$ cat src/rtl/mem_port_arbiter.sv
// mem_port_arbiter: one single-port fixed-latency memory shared by i-fetch (read) and d-side (load/store).
// Latency: gnt/mem_en one cycle after the request is seen in IDLE, rvalid MEM_LAT+2 cycles after it.
// Backpressure: requests are only sampled in IDLE; requesters hold req until gnt, one access in flight.
module mem_port_arbiter #(
   parameter int ADDR_W       = 32,
   parameter int DATA_W       = 32,
   parameter int MEM_LAT      = 1,
   parameter int MAX_D_STREAK = 4
) (
   input  logic              clk,
   input  logic              rst,
   input  logic              i_req,
   input  logic [ADDR_W-1:0] i_addr,
   output logic              i_gnt,
   output logic              i_rvalid,
   output logic [DATA_W-1:0] i_rdata,
   input  logic              d_req,
   input  logic              d_we,
   input  logic [ADDR_W-1:0] d_addr,
   input  logic [DATA_W-1:0] d_wdata,
   output logic              d_gnt,
   output logic              d_rvalid,
   output logic [DATA_W-1:0] d_rdata,
   output logic              mem_en,
   output logic              mem_we,
   output logic [ADDR_W-1:0] mem_addr,
   output logic [DATA_W-1:0] mem_wdata,
   input  logic [DATA_W-1:0] mem_rdata,
   output logic              busy
);

   typedef enum logic [1:0] {IDLE, ISSUE, WAIT, RESP} state_t;

   localparam logic [3:0] LAT        = 4'(MEM_LAT);
   localparam logic [3:0] MAX_STREAK = 4'(MAX_D_STREAK);

   state_t            state, state_nxt;
   logic              owner_d;
   logic              we_q;
   logic [ADDR_W-1:0] addr_q;
   logic [DATA_W-1:0] wdata_q;
   logic [3:0]        lat_cnt;
   logic [3:0]        streak;
   logic              any_req;
   logic              pick_d;

   // Data side wins a contest until it has taken MAX_D_STREAK contested grants in a row.
   always_comb begin
      any_req   = i_req | d_req;
      pick_d    = d_req & (~i_req | (streak != MAX_STREAK));
      state_nxt = state;
      case (state)
         IDLE:    if (any_req) state_nxt = ISSUE;
         ISSUE:   state_nxt = WAIT;
         WAIT:    if (lat_cnt == 4'd1) state_nxt = RESP;
         RESP:    state_nxt = IDLE;
         default: state_nxt = IDLE;
      endcase

      mem_en   = (state == ISSUE);
      mem_we   = mem_en & we_q;
      i_gnt    = mem_en & ~owner_d;
      d_gnt    = mem_en & owner_d;
      i_rvalid = (state == RESP) & ~owner_d;
      d_rvalid = (state == RESP) & owner_d;
      busy     = (state != IDLE);
   end

   assign mem_addr  = addr_q;
   assign mem_wdata = wdata_q;

   always_ff @(posedge clk) begin
      if (rst) begin
         state   <= IDLE;
         owner_d <= 1'b0;
         we_q    <= 1'b0;
         addr_q  <= '0;
         wdata_q <= '0;
         lat_cnt <= '0;
         streak  <= '0;
         i_rdata <= '0;
         d_rdata <= '0;
      end else begin
         state <= state_nxt;
         case (state)
            IDLE: begin
               if (any_req) begin
                  owner_d <= pick_d;
                  we_q    <= pick_d & d_we;
                  addr_q  <= pick_d ? d_addr : i_addr;
                  wdata_q <= pick_d ? d_wdata : '0;
                  if (pick_d & i_req)
                     streak <= (streak == MAX_STREAK) ? streak : streak + 4'd1;
                  else
                     streak <= '0;
               end
            end
            ISSUE: lat_cnt <= LAT;
            WAIT: begin
               lat_cnt <= lat_cnt - 4'd1;
               // Counter at 1 marks cycle ISSUE+MEM_LAT, the only cycle mem_rdata is valid.
               if (lat_cnt == 4'd1) begin
                  if (owner_d) d_rdata <= we_q ? '0 : mem_rdata;
                  else         i_rdata <= mem_rdata;
               end
            end
            default: ;
         endcase
      end
   end

endmodule

$ cat config.mk
export PLATFORM = sky130hd
export DESIGN_NAME = mem_port_arbiter
export DESIGN_NICKNAME = d
export VERILOG_FILES = /design/src/rtl/mem_port_arbiter.sv
export SDC_FILE = /design/constraint.sdc
export NUM_CORES = 1
export LEC_CHECK = 0
export ABC_AREA = 0
export BUFFER_PORTS_ARGS = -buffer_cell sky130_fd_sc_hd__buf_2
export CAP_MARGIN = 10
export CORE_MARGIN = 2
export CORE_UTILIZATION = 25
export DETAILED_ROUTE_END_ITERATION = 6
export SETUP_SLACK_MARGIN = 0.1
export SLEW_MARGIN = 20
export SYNTH_ARGS = -nofsm -noshare
export SYNTH_HDL_FRONTEND = slang
export SYNTH_SLANG_ARGS = --single-unit
$ cat constraint.sdc
create_clock -name clk -period 1.9 [get_ports clk]
set_input_delay 0.19 -clock clk [delete_from_list [all_inputs] [get_ports clk]]
set_output_delay 0.19 -clock clk [all_outputs]
set_load 0.005 [all_outputs]
==> results of run 1 <==
[stage by stage]
stage	utilization, %	worst slack (ns)	instances	hold WS (ns)
2_1_floorplan	-	0.445	677	0.353
3_5_place_dp	32.1	0.252	1213	0.454
3_3_place_gp	32.1	0.303	1213	0.438
6_report	34.5	0.217	1245	0.0317
4_1_cts	34.5	0.235	1245	0.00105
5_1_grt	34.5	0.107	1245	0.00987
[layout by cell type (no fill, tap or decap), drive strengths merged, types with 2 or more instances in the layout]
cell | netlist | routed
a21oi | 68 | 68
a311oi | 32 | 32
a31oi | 2 | 2
a32oi | 33 | 33
and2 | 5 | 5
and4b | 2 | 2
buf | 37 | 291
clkbuf | 42 | 20
clkinv | 1 | 7
clkinvlp | 0 | 2
dfxtp | 140 | 140
ha | 8 | 8
inv | 10 | 13
nand2 | 5 | 5
nand2b | 3 | 3
nand3 | 67 | 67
nand4 | 3 | 3
nand4b | 36 | 36
nor2 | 67 | 67
nor2b | 4 | 4
o21ai | 99 | 99
[final timing paths]
kind | slack [ns] | from | to
worst min-delay path | 0.03 | d_wdata[10] | mem_wdata[10]
worst min register to register | 0.47 | d_rdata[8] | d_rdata[8]
worst max register to register | 0.22 | state[0] | mem_addr[28]
worst max-delay path | 0.22 | state[0] | mem_addr[28]
[layer usage]
| metal | vias up | track usage (%) |
|---|---|---|
| met3 | 14 | 4.73 |
| met5 | - | 0 |
| met1 | 2885 | 19.1 |
| li1 | 2967 | - |
| met2 | 244 | 23.6 |
| met4 | 0 | 4.22 |
[cells by family (layout without fill, tap and decap cells)]
logic type,Yosys count,after routing,synth area share (%)
AO/OA/AOI/OAI,240,240,27.0
adder cells (fa/ha/maj),8,8,1.64
buffers and inverters,90,334,7.45
flip-flops,140,140,45.9
multiplexers,1,1,0.164
AND/OR/NAND/NOR,198,198,17.8
[worst max-delay path: cells and delay by family (launching register included)]
family                     cells  cell delay, ns
adders and majority gates      1            0.28
buffers and inverters          2            0.38
and+or+nand+nor                1            0.10
AOI/OAI and AO/OA              2            0.44
DFF                            1            0.32
[cell type report]
cell class | count | area (sq um) | share of cell area [%]
Timing Repair Buffer | 291 | 1640 | 19.8
Clock buffer | 20 | 457 | 5.49
Sequential cell | 140 | 2800 | 33.7
Multi-Input combinational cell | 447 | 2850 | 34.3
Inverter | 11 | 41.3 | 0.496
Tap cell | 324 | 405 | 4.87
Clock inverter | 12 | 113 | 1.35
[flip-flops by register name, summed over array words and instances, names as in the netlist]
name / flops
we_q: 1
lat_cnt: 4
state: 2
mem_addr: 32
streak: 4
d_rdata: 32
mem_wdata: 32
i_rdata: 32
owner_d: 1
[power by group through the flow]
stage / Sequential (W) / Combinational, W / Clock [W]
final: 0.00364 / 0.00309 / 0.00324
after detailed placement: 0.00369 / 0.00311 / 0
after global placement: 0.00369 / 0.00308 / 0
after CTS: 0.00364 / 0.00310 / 0.00337
after global routing: 0.00370 / 0.00342 / 0.00349
after floorplan: 0.00369 / 0.00201 / 0
==> results.ini, run 1 <==
[floorplanning]
fp.dieArea_sq_um = 25700
rows = 57
core_area_sq_um = 24100
die_y_um = 160
die_x_um = 160
ios = 268
start_util_pct = 25.3

[route]
wl_met2_um = 8850
routed.top_layer = met4
wl_met1_um = 8890
drc = 0
drtAntennaViolNets = 0
firstDrtPassIters = 5
drtIter0Drc = 443
vias_per_cell = 4.91
wl_um = 19500
vias = 6110
avgRoutedWirePerCell_um = 15.7
route.met3.wl_um = 1520

[logic_synthesis]
ys_seq_area_share_pct = 45.9
synth_area_per_cell_sq_um = 9.01
synth_common_cells = dfxtp_1 (140), a21oi_1 (68), nand3_1 (67), nor2_1 (67), o21ai_0 (67)
synth-seq-cells = 140
synth_edf_count = 0
synth-main-ff-cell = dfxtp_1
synth_top_cell_by_area = dfxtp_1
netlist_area_sq_um = 6100
ys_async_sr_fraction_pct = 0
yosysMostFrequentCell = dfxtp_1
synth_cells = 677
ys_types = 38
syn_nets = 818
ys_warn_count = 0
synth.top_cell.area_share_pct = 45.9
synth_area_leaders = dfxtp_1 (46%), a311oi_2 (7.1%), a21oi_1 (5.6%), nand3_1 (5.5%), o21ai_0 (5.5%)

[worst_setup_path]
slowest_delay_ns = 0.32
required_ns = 2.22
crit_path_end_kind = flip-flop
reg2regPathDepth = 6
crit_path_top_delay_cell = dfxtp_1
worst-endpoint-arrival_ns = 2.00
cp_max_fo = 65
startpoint_type = flip-flop
worstPathCellList = inv_1 > ha_1 > o21a_2 > buf_12 > nor2_1 > a311oi_2
critPathKind = reg2reg

[final_layout]
n_fill_cell = 2561
area_delta_synth_final_pct = 36.3
drive_gt1_share_pct = 38.8
final_nets = 1049
antenna_cells = 0
final_cell_area_sq_um = 8320

[outcome]
status = finished, final reports clean

[global_routing]
grt_antenna_before_repair = 0
global_route.usage.total_pct = 14.7
grt_pass1_vias = 5783
grt_pass1_wl_um = 30800
grt_max_degree = 66
grt-ovfl-total = 0

[timing]
fin_tns_setup_ns = 0
finalSetupViolCount = 0
slew_headroom_pct = 74.2
max_slew.worst_pin.slew_ns = 0.387
fin_skew_ns = 0.00899
timing.fmax_mhz = 594
min_period_over_period_pct = 88.6
rsz0062_at_grt = no
min_period_ns = 1.68
hold_viol = 0
slew_violations = 0

[power]
power.density_nw_per_um2 = 1200
leakage_nw = 3.47
switching_share_pct = 34.4
p_comb_share_pct = 30.9
p_int_w = 0.00654
switchingPower_w = 0.00343
worst_ir_drop_vdd_mv = 0.635
seqPwrFrac_pct = 36.5
p_clk_share_pct = 32.5
power_w = 0.00997

[place]
portBuffers = 267
gp_congestion = 0.789
hpwl_um = 12900
post_dp_cell_area_sq_um = 7750

[cts]
cts_made_buffers = 17
cts_max_level = 4
clock_path_buffers = 2
clk_pin_slew_ns = 0.06
clkSinkCount = 140
cts_tree = done
cts-resized-gates = 0
cts_setup_buffers = 0
clk_latency_ns = 0.41
clk_root_buffer_cell = clkbuf_16
hold_buffers = 0

[flow_run]
max_cap_violations = 0

[worst_hold_path]
hp-class = in2reg
hold_depth = 3

(Power assumes the default switching activity.)
==> inputs of run 2 (changes only) <==
HOLD_SLACK_MARGIN = 0.1   (was unset)
==> results.ini, run 2 (same netlist as run 1, synthesis figures left out) <==
[outcome]
status = finished, final reports clean

[floorplanning]
start_util_pct = 25.3  ; unchanged
ios = 268  ; unchanged
fp.dieArea_sq_um = 25700  ; unchanged
core_area_sq_um = 24100  ; unchanged
rows = 57  ; unchanged
die_y_um = 160  ; unchanged
die_x_um = 160  ; unchanged

[final_layout]
area_delta_synth_final_pct = 57.6
layout_common_cells = buf_2 (266), dfxtp_1 (138), dlygate4sd3_1 (123)
instances_no_fill = 1372  ; +10%
layout_commonest_cell = buf_2
antenna_cells = 0  ; unchanged
drive_gt1_share_pct = 34.5  ; -4.2 points
final_nets = 1176  ; +12%
n_fill_cell = 2408  ; -6.0%
final_cell_area_sq_um = 9610  ; +16%

[route]
drtAntennaViolNets = 0  ; unchanged
firstDrtPassIters = 5  ; unchanged
vias = 6687  ; +9.4%
wl_um = 21700  ; +11%
drc = 0  ; unchanged
avgRoutedWirePerCell_um = 15.9  ; +1.1%
vias_per_cell = 4.87  ; -0.69%
drtIter0Drc = 538  ; +21%

[worst_setup_path]
crit_path_end_kind = flip-flop
critPathKind = reg2reg
startpoint_type = flip-flop
cp_max_fo = 65  ; unchanged
required_ns = 2.22  ; about the same
worst-endpoint-arrival_ns = 2.01  ; about the same

[flow_run]
max_cap_violations = 0  ; unchanged

[timing]
fin_tns_setup_ns = 0  ; unchanged
max_slew.worst_pin.slew_ns = 0.390  ; +0.00352 ns
min_period_ns = 1.69  ; +0.00261 ns
rsz0062_at_grt = no
timing.fmax_mhz = 593  ; -0.15%
hold_slack_ns = 0.123  ; +0.0910 ns
slew_headroom_pct = 74.0  ; -0.23 points
min_period_over_period_pct = 88.7  ; +0.14 points
hold_viol = 0  ; unchanged
fin_skew_ns = 0.00936  ; +0.000365 ns
slew_violations = 0  ; unchanged
finalSetupViolCount = 0  ; unchanged

[global_routing]
global_route.usage.total_pct = 16.1  ; +1.4 points
grt_antenna_before_repair = 0  ; unchanged
grt_pass1_vias = 6498  ; +12%
grt_pass1_wl_um = 33800  ; +9.8%
grt-ovfl-total = 0  ; unchanged
grt_max_degree = 66  ; unchanged

[place]
dp.cells = 1213  ; unchanged
gp_congestion = 0.789  ; unchanged
post_dp_cell_area_sq_um = 7750  ; unchanged
portBuffers = 267  ; unchanged
hpwl_um = 12900  ; unchanged

[power]
worst_ir_drop_vdd_mv = 0.640  ; +0.77%
leakage_nw = 4.02  ; +16%
power.density_nw_per_um2 = 1060  ; -11%

[cts]
cts_max_level = 4  ; unchanged
clk_root_buffer_cell = clkbuf_16
cts_made_buffers = 17  ; unchanged
clkSinkCount = 140  ; unchanged
cts_tree = done
clk_latency_ns = 0.41  ; about the same
clock_path_buffers = 2  ; unchanged
clk_pin_slew_ns = 0.06  ; about the same

[worst_hold_path]
hp-class = in2reg

## run 2: changes by cell type in the layout (fill, tap and decap cells not counted)
cell and change:
buf_4 +2, clkbuf_16 +2, dfxtp_1 -1, dfxtp_2 +1, dlygate4sd3_1 +123
## run 2: worst max-delay path, stage by stage (launching register included)
cell	delay, ns
dfxtp_1	0.32
inv_1	0.11
ha_1	0.29
o21a_2	0.20
buf_12	0.28
nor2_1	0.10
a311oi_2	0.24
## run 2: worst paths after layout
check | from | end | slack [ns] | cells past startpoint
setup / recovery | state[0] | mem_addr[28] | 0.21 | 6
hold / removal | d_addr[28] | mem_addr[28] | 0.12 | 3
setup reg to reg | state[0] | mem_addr[28] | 0.21 | 6
hold reg to reg | d_rdata[8] | d_rdata[8] | 0.47 | 2
## run 2: cell type report
class                      instances  area (sq um)  share of cell area, %
timing repair buffer             418          2940                   30.6
clock buffer                      20           457                   4.75
sequential                       140          2810                   29.2
tap                              324           405                   4.22
inverter                          11          41.3                  0.429
multi-input combinational        447          2850                   29.7
clock inverter                    12           113                   1.17
## run 2: stage by stage
| stage | total power, W | util [%] | worst slack (ns) |
|---|---|---|---|
| detailed placement | 0.00680 | 32.1 | 0.252 |
| global route | 0.0108 | 39.9 | 0.103 |
| CTS | 0.0103 | 39.6 | 0.235 |
| global placement | 0.00676 | 32.1 | 0.303 |
| floorplan | 0.00570 | - | 0.445 |
| finish | 0.0102 | 39.9 | 0.214 |
## run 2: report_power, final
group / switching [W] / total (W) / internal, W
clock: 0.00136 / 0.00325 / 0.00188
combinational: 0.00188 / 0.00332 / 0.00144
sequential: 0.000269 / 0.00365 / 0.00338
## run 2: what timing repair did
action / CTS / global route
resized for setup: 0 / 1
endpoints found under the setup margin: 0 / 2
setup buffers: 0 / 2
hold buffers: 123 / 0
hold endpoints to repair: 129 / 0
## run 2: metal layers
| layer | GRT usage [%] | vias up | wire length (um) |
|---|---|---|---|
| li1 | - | 3222 | - |
| met1 | 20.2 | 3165 | 9790 |
| met2 | 27.2 | 284 | 10100 |
| met3 | 4.34 | 16 | 1490 |
| met4 | 4.71 | 0 | 320 |
| met5 | 0 | - | 0 |
==> inputs of run 3 (changes only) <==
GPL_TIMING_DRIVEN = 0   (was unset)
==> results.ini, run 3 (same netlist as run 1, synthesis figures left out) <==
[outcome]
status = finished, final reports clean

[global_routing]
grt_pass1_wl_um = 37600  ; +11%
grt_max_degree = 17  ; -74%
global_route.usage.total_pct = 18.5  ; +2.4 points
grt_antenna_before_repair = 0  ; unchanged
grt_pass1_vias = 7060  ; +8.6%
grt-ovfl-total = 0  ; unchanged

[worst_setup_path]
cp_common_cell = buf_2
critPathLaunch = owner_d
r2r-start = state[0]
endpoint = d_rvalid
worstPathCellList = buf_2 > clkbuf_8 > buf_4 > and2_1 > buf_2
worst_r2r_endpoint = i_rdata[20]
required_ns = 1.71  ; -0.51 ns
cp_max_fo = 10  ; -85%
worst-endpoint-arrival_ns = 1.56  ; -0.45 ns
cp.depth = 5  ; -1
slowest_delay_ns = 0.30  ; -0.02 ns
crit_path_top_delay_cell = dfxtp_1
cp_top_family = buffers and inverters
reg2reg_slack_ns = 0.20  ; about the same
path_buf_inv = 4  ; +2
crit_path_end_kind = output port
startpoint_type = flip-flop
reg2regPathDepth = 7  ; +1
critPathKind = reg2out

[worst_hold_path]
min_from = d_addr[4]
hp-class = in2reg

[final_layout]
n_fill_cell = 2482  ; +3.1%
drive_gt1_share_pct = 34.8  ; +0.28 points
layout_common_cells = buf_2 (285), dfxtp_1 (138), dlygate4sd3_1 (122)
final_nets = 1227  ; +4.3%
area_delta_synth_final_pct = 60.0
final_util_pct = 40.5  ; +0.61 points
antenna_cells = 0  ; unchanged
layout_commonest_cell = buf_2

[route]
drc = 0  ; unchanged
vias = 7010  ; +4.8%
vias_per_cell = 4.93  ; +1.2%
wl_um = 24600  ; +13%
drtIter0Drc = 623  ; +16%
drtAntennaViolNets = 0  ; unchanged
avgRoutedWirePerCell_um = 17.3  ; +9.0%
firstDrtPassIters = 6  ; +1

[timing]
setup_ws_ns = 0.150  ; -0.0645 ns
fin_skew_ns = 0.0106  ; +0.00121 ns
slew_violations = 0  ; unchanged
hold_viol = 0  ; unchanged
finalSetupViolCount = 0  ; unchanged
max_slew.worst_pin.slew_ns = 0.798  ; +0.407 ns
rsz0062_at_grt = yes
timing.fmax_mhz = 571  ; -3.7%
min_period_ns = 1.75  ; +0.0645 ns
hold_slack_ns = 0.128  ; +0.00510 ns
slew_headroom_pct = 46.8  ; -27 points
min_period_over_period_pct = 92.1  ; +3.4 points

[cts]
clkSinkCount = 140  ; unchanged
clk_pin_slew_ns = 0.06  ; about the same
cts_max_level = 4  ; unchanged
clk_latency_ns = 0.42  ; about the same
clock_path_buffers = 2  ; unchanged
clk_root_buffer_cell = clkbuf_16
cts_made_buffers = 17  ; unchanged
cts_tree = done

[floorplanning]
start_util_pct = 25.3  ; unchanged
die_x_um = 160  ; unchanged
core_area_sq_um = 24100  ; unchanged
ios = 268  ; unchanged
rows = 57  ; unchanged
die_y_um = 160  ; unchanged
fp.dieArea_sq_um = 25700  ; unchanged

[flow_run]
max_cap_violations = 0  ; unchanged

[power]
worst_ir_drop_vdd_mv = 0.485  ; -24%
power_w = 0.0107  ; +4.7%
power.density_nw_per_um2 = 1100  ; +3.1%
leakage_nw = 4.09  ; +1.7%

[place]
portBuffers = 266  ; -0.37%
gp_congestion = 0.832  ; +5.5%
place_ws_ns = -0.0684  ; -0.321 ns
hpwl_um = 16700  ; +30%

## run 3: cell count changes in the layout (fill, tap and decap cells not counted), moves of 5 or more
cell / previous run / this run
buf_4: 17 / 9
o21ai_1: 31 / 37
clkbuf_1: 1 / 33
clkbuf_4: 0 / 6
buf_6: 0 / 8
o21ai_0: 67 / 62
buf_2: 266 / 285
buf_12: 10 / 0
## run 3: tightest hold or removal path, stage by stage
cell and delay [ns]:
buf_2 0.11, nand3_1 0.09, a311oi_2 0.09
## run 3: worst min path at each step
stage | endpoint | slack (ns) | cells after the start
final | mem_addr[4] | 0.13 | 3
after global routing | mem_addr[4] | 0.11 | 3
after CTS | mem_addr[20] | 0.10 | 3
after detailed placement | mem_wdata[7] | 0.46 | 3
after global placement | mem_wdata[17] | 0.44 | 3
after floorplan | i_rdata[27] | 0.35 | 2
## run 3: layer usage
layer	GRT usage, %	routed length [um]	part of all wire [%]	vias to the layer above
li1	-	-	-	3334
met1	22.2	10400	42	3305
met2	31.9	11900	48	337
met3	5.69	1840	7.5	34
met4	5.24	429	1.7	0
met5	0	0	0	-
## run 3: cell type report
cell class | count | area, sq um | area share [%]
clock inverters | 10 | 141 | 1.45
plain buffers | 79 | 458 | 4.69
well taps | 324 | 405 | 4.15
inverters | 11 | 41.3 | 0.423
flip-flops and latches | 140 | 2810 | 28.7
clock buffers | 20 | 467 | 4.78
multi-input cells | 447 | 2880 | 29.5
repair buffers | 390 | 2560 | 26.3
## run 3: timing repair
item                                    CTS  global route
endpoints found under the setup margin   52           112
setup buffers                             0             1
gates resized for setup                  12            25
hold buffers                            122             0
cloned                                    0             1
pin swaps                                 0             3
hold endpoints to repair                129             0
## run 3: report_power, final
part | switching [W] | internal, W
clock network | 0.00132 | 0.00216
registers | 0.000259 | 0.00338
logic | 0.00205 | 0.00152
total | 0.00363 | 0.00706
## run 3: per-stage QoR
stage               TNS [ns]  area [sq um]  std cells
global placement      -0.316          7840       1267
detailed placement    -0.516          7840       1267
global route               0          9760       1421
floorplan                  0          6100        677
CTS                        0          9690       1419
finish                     0          9760       1421
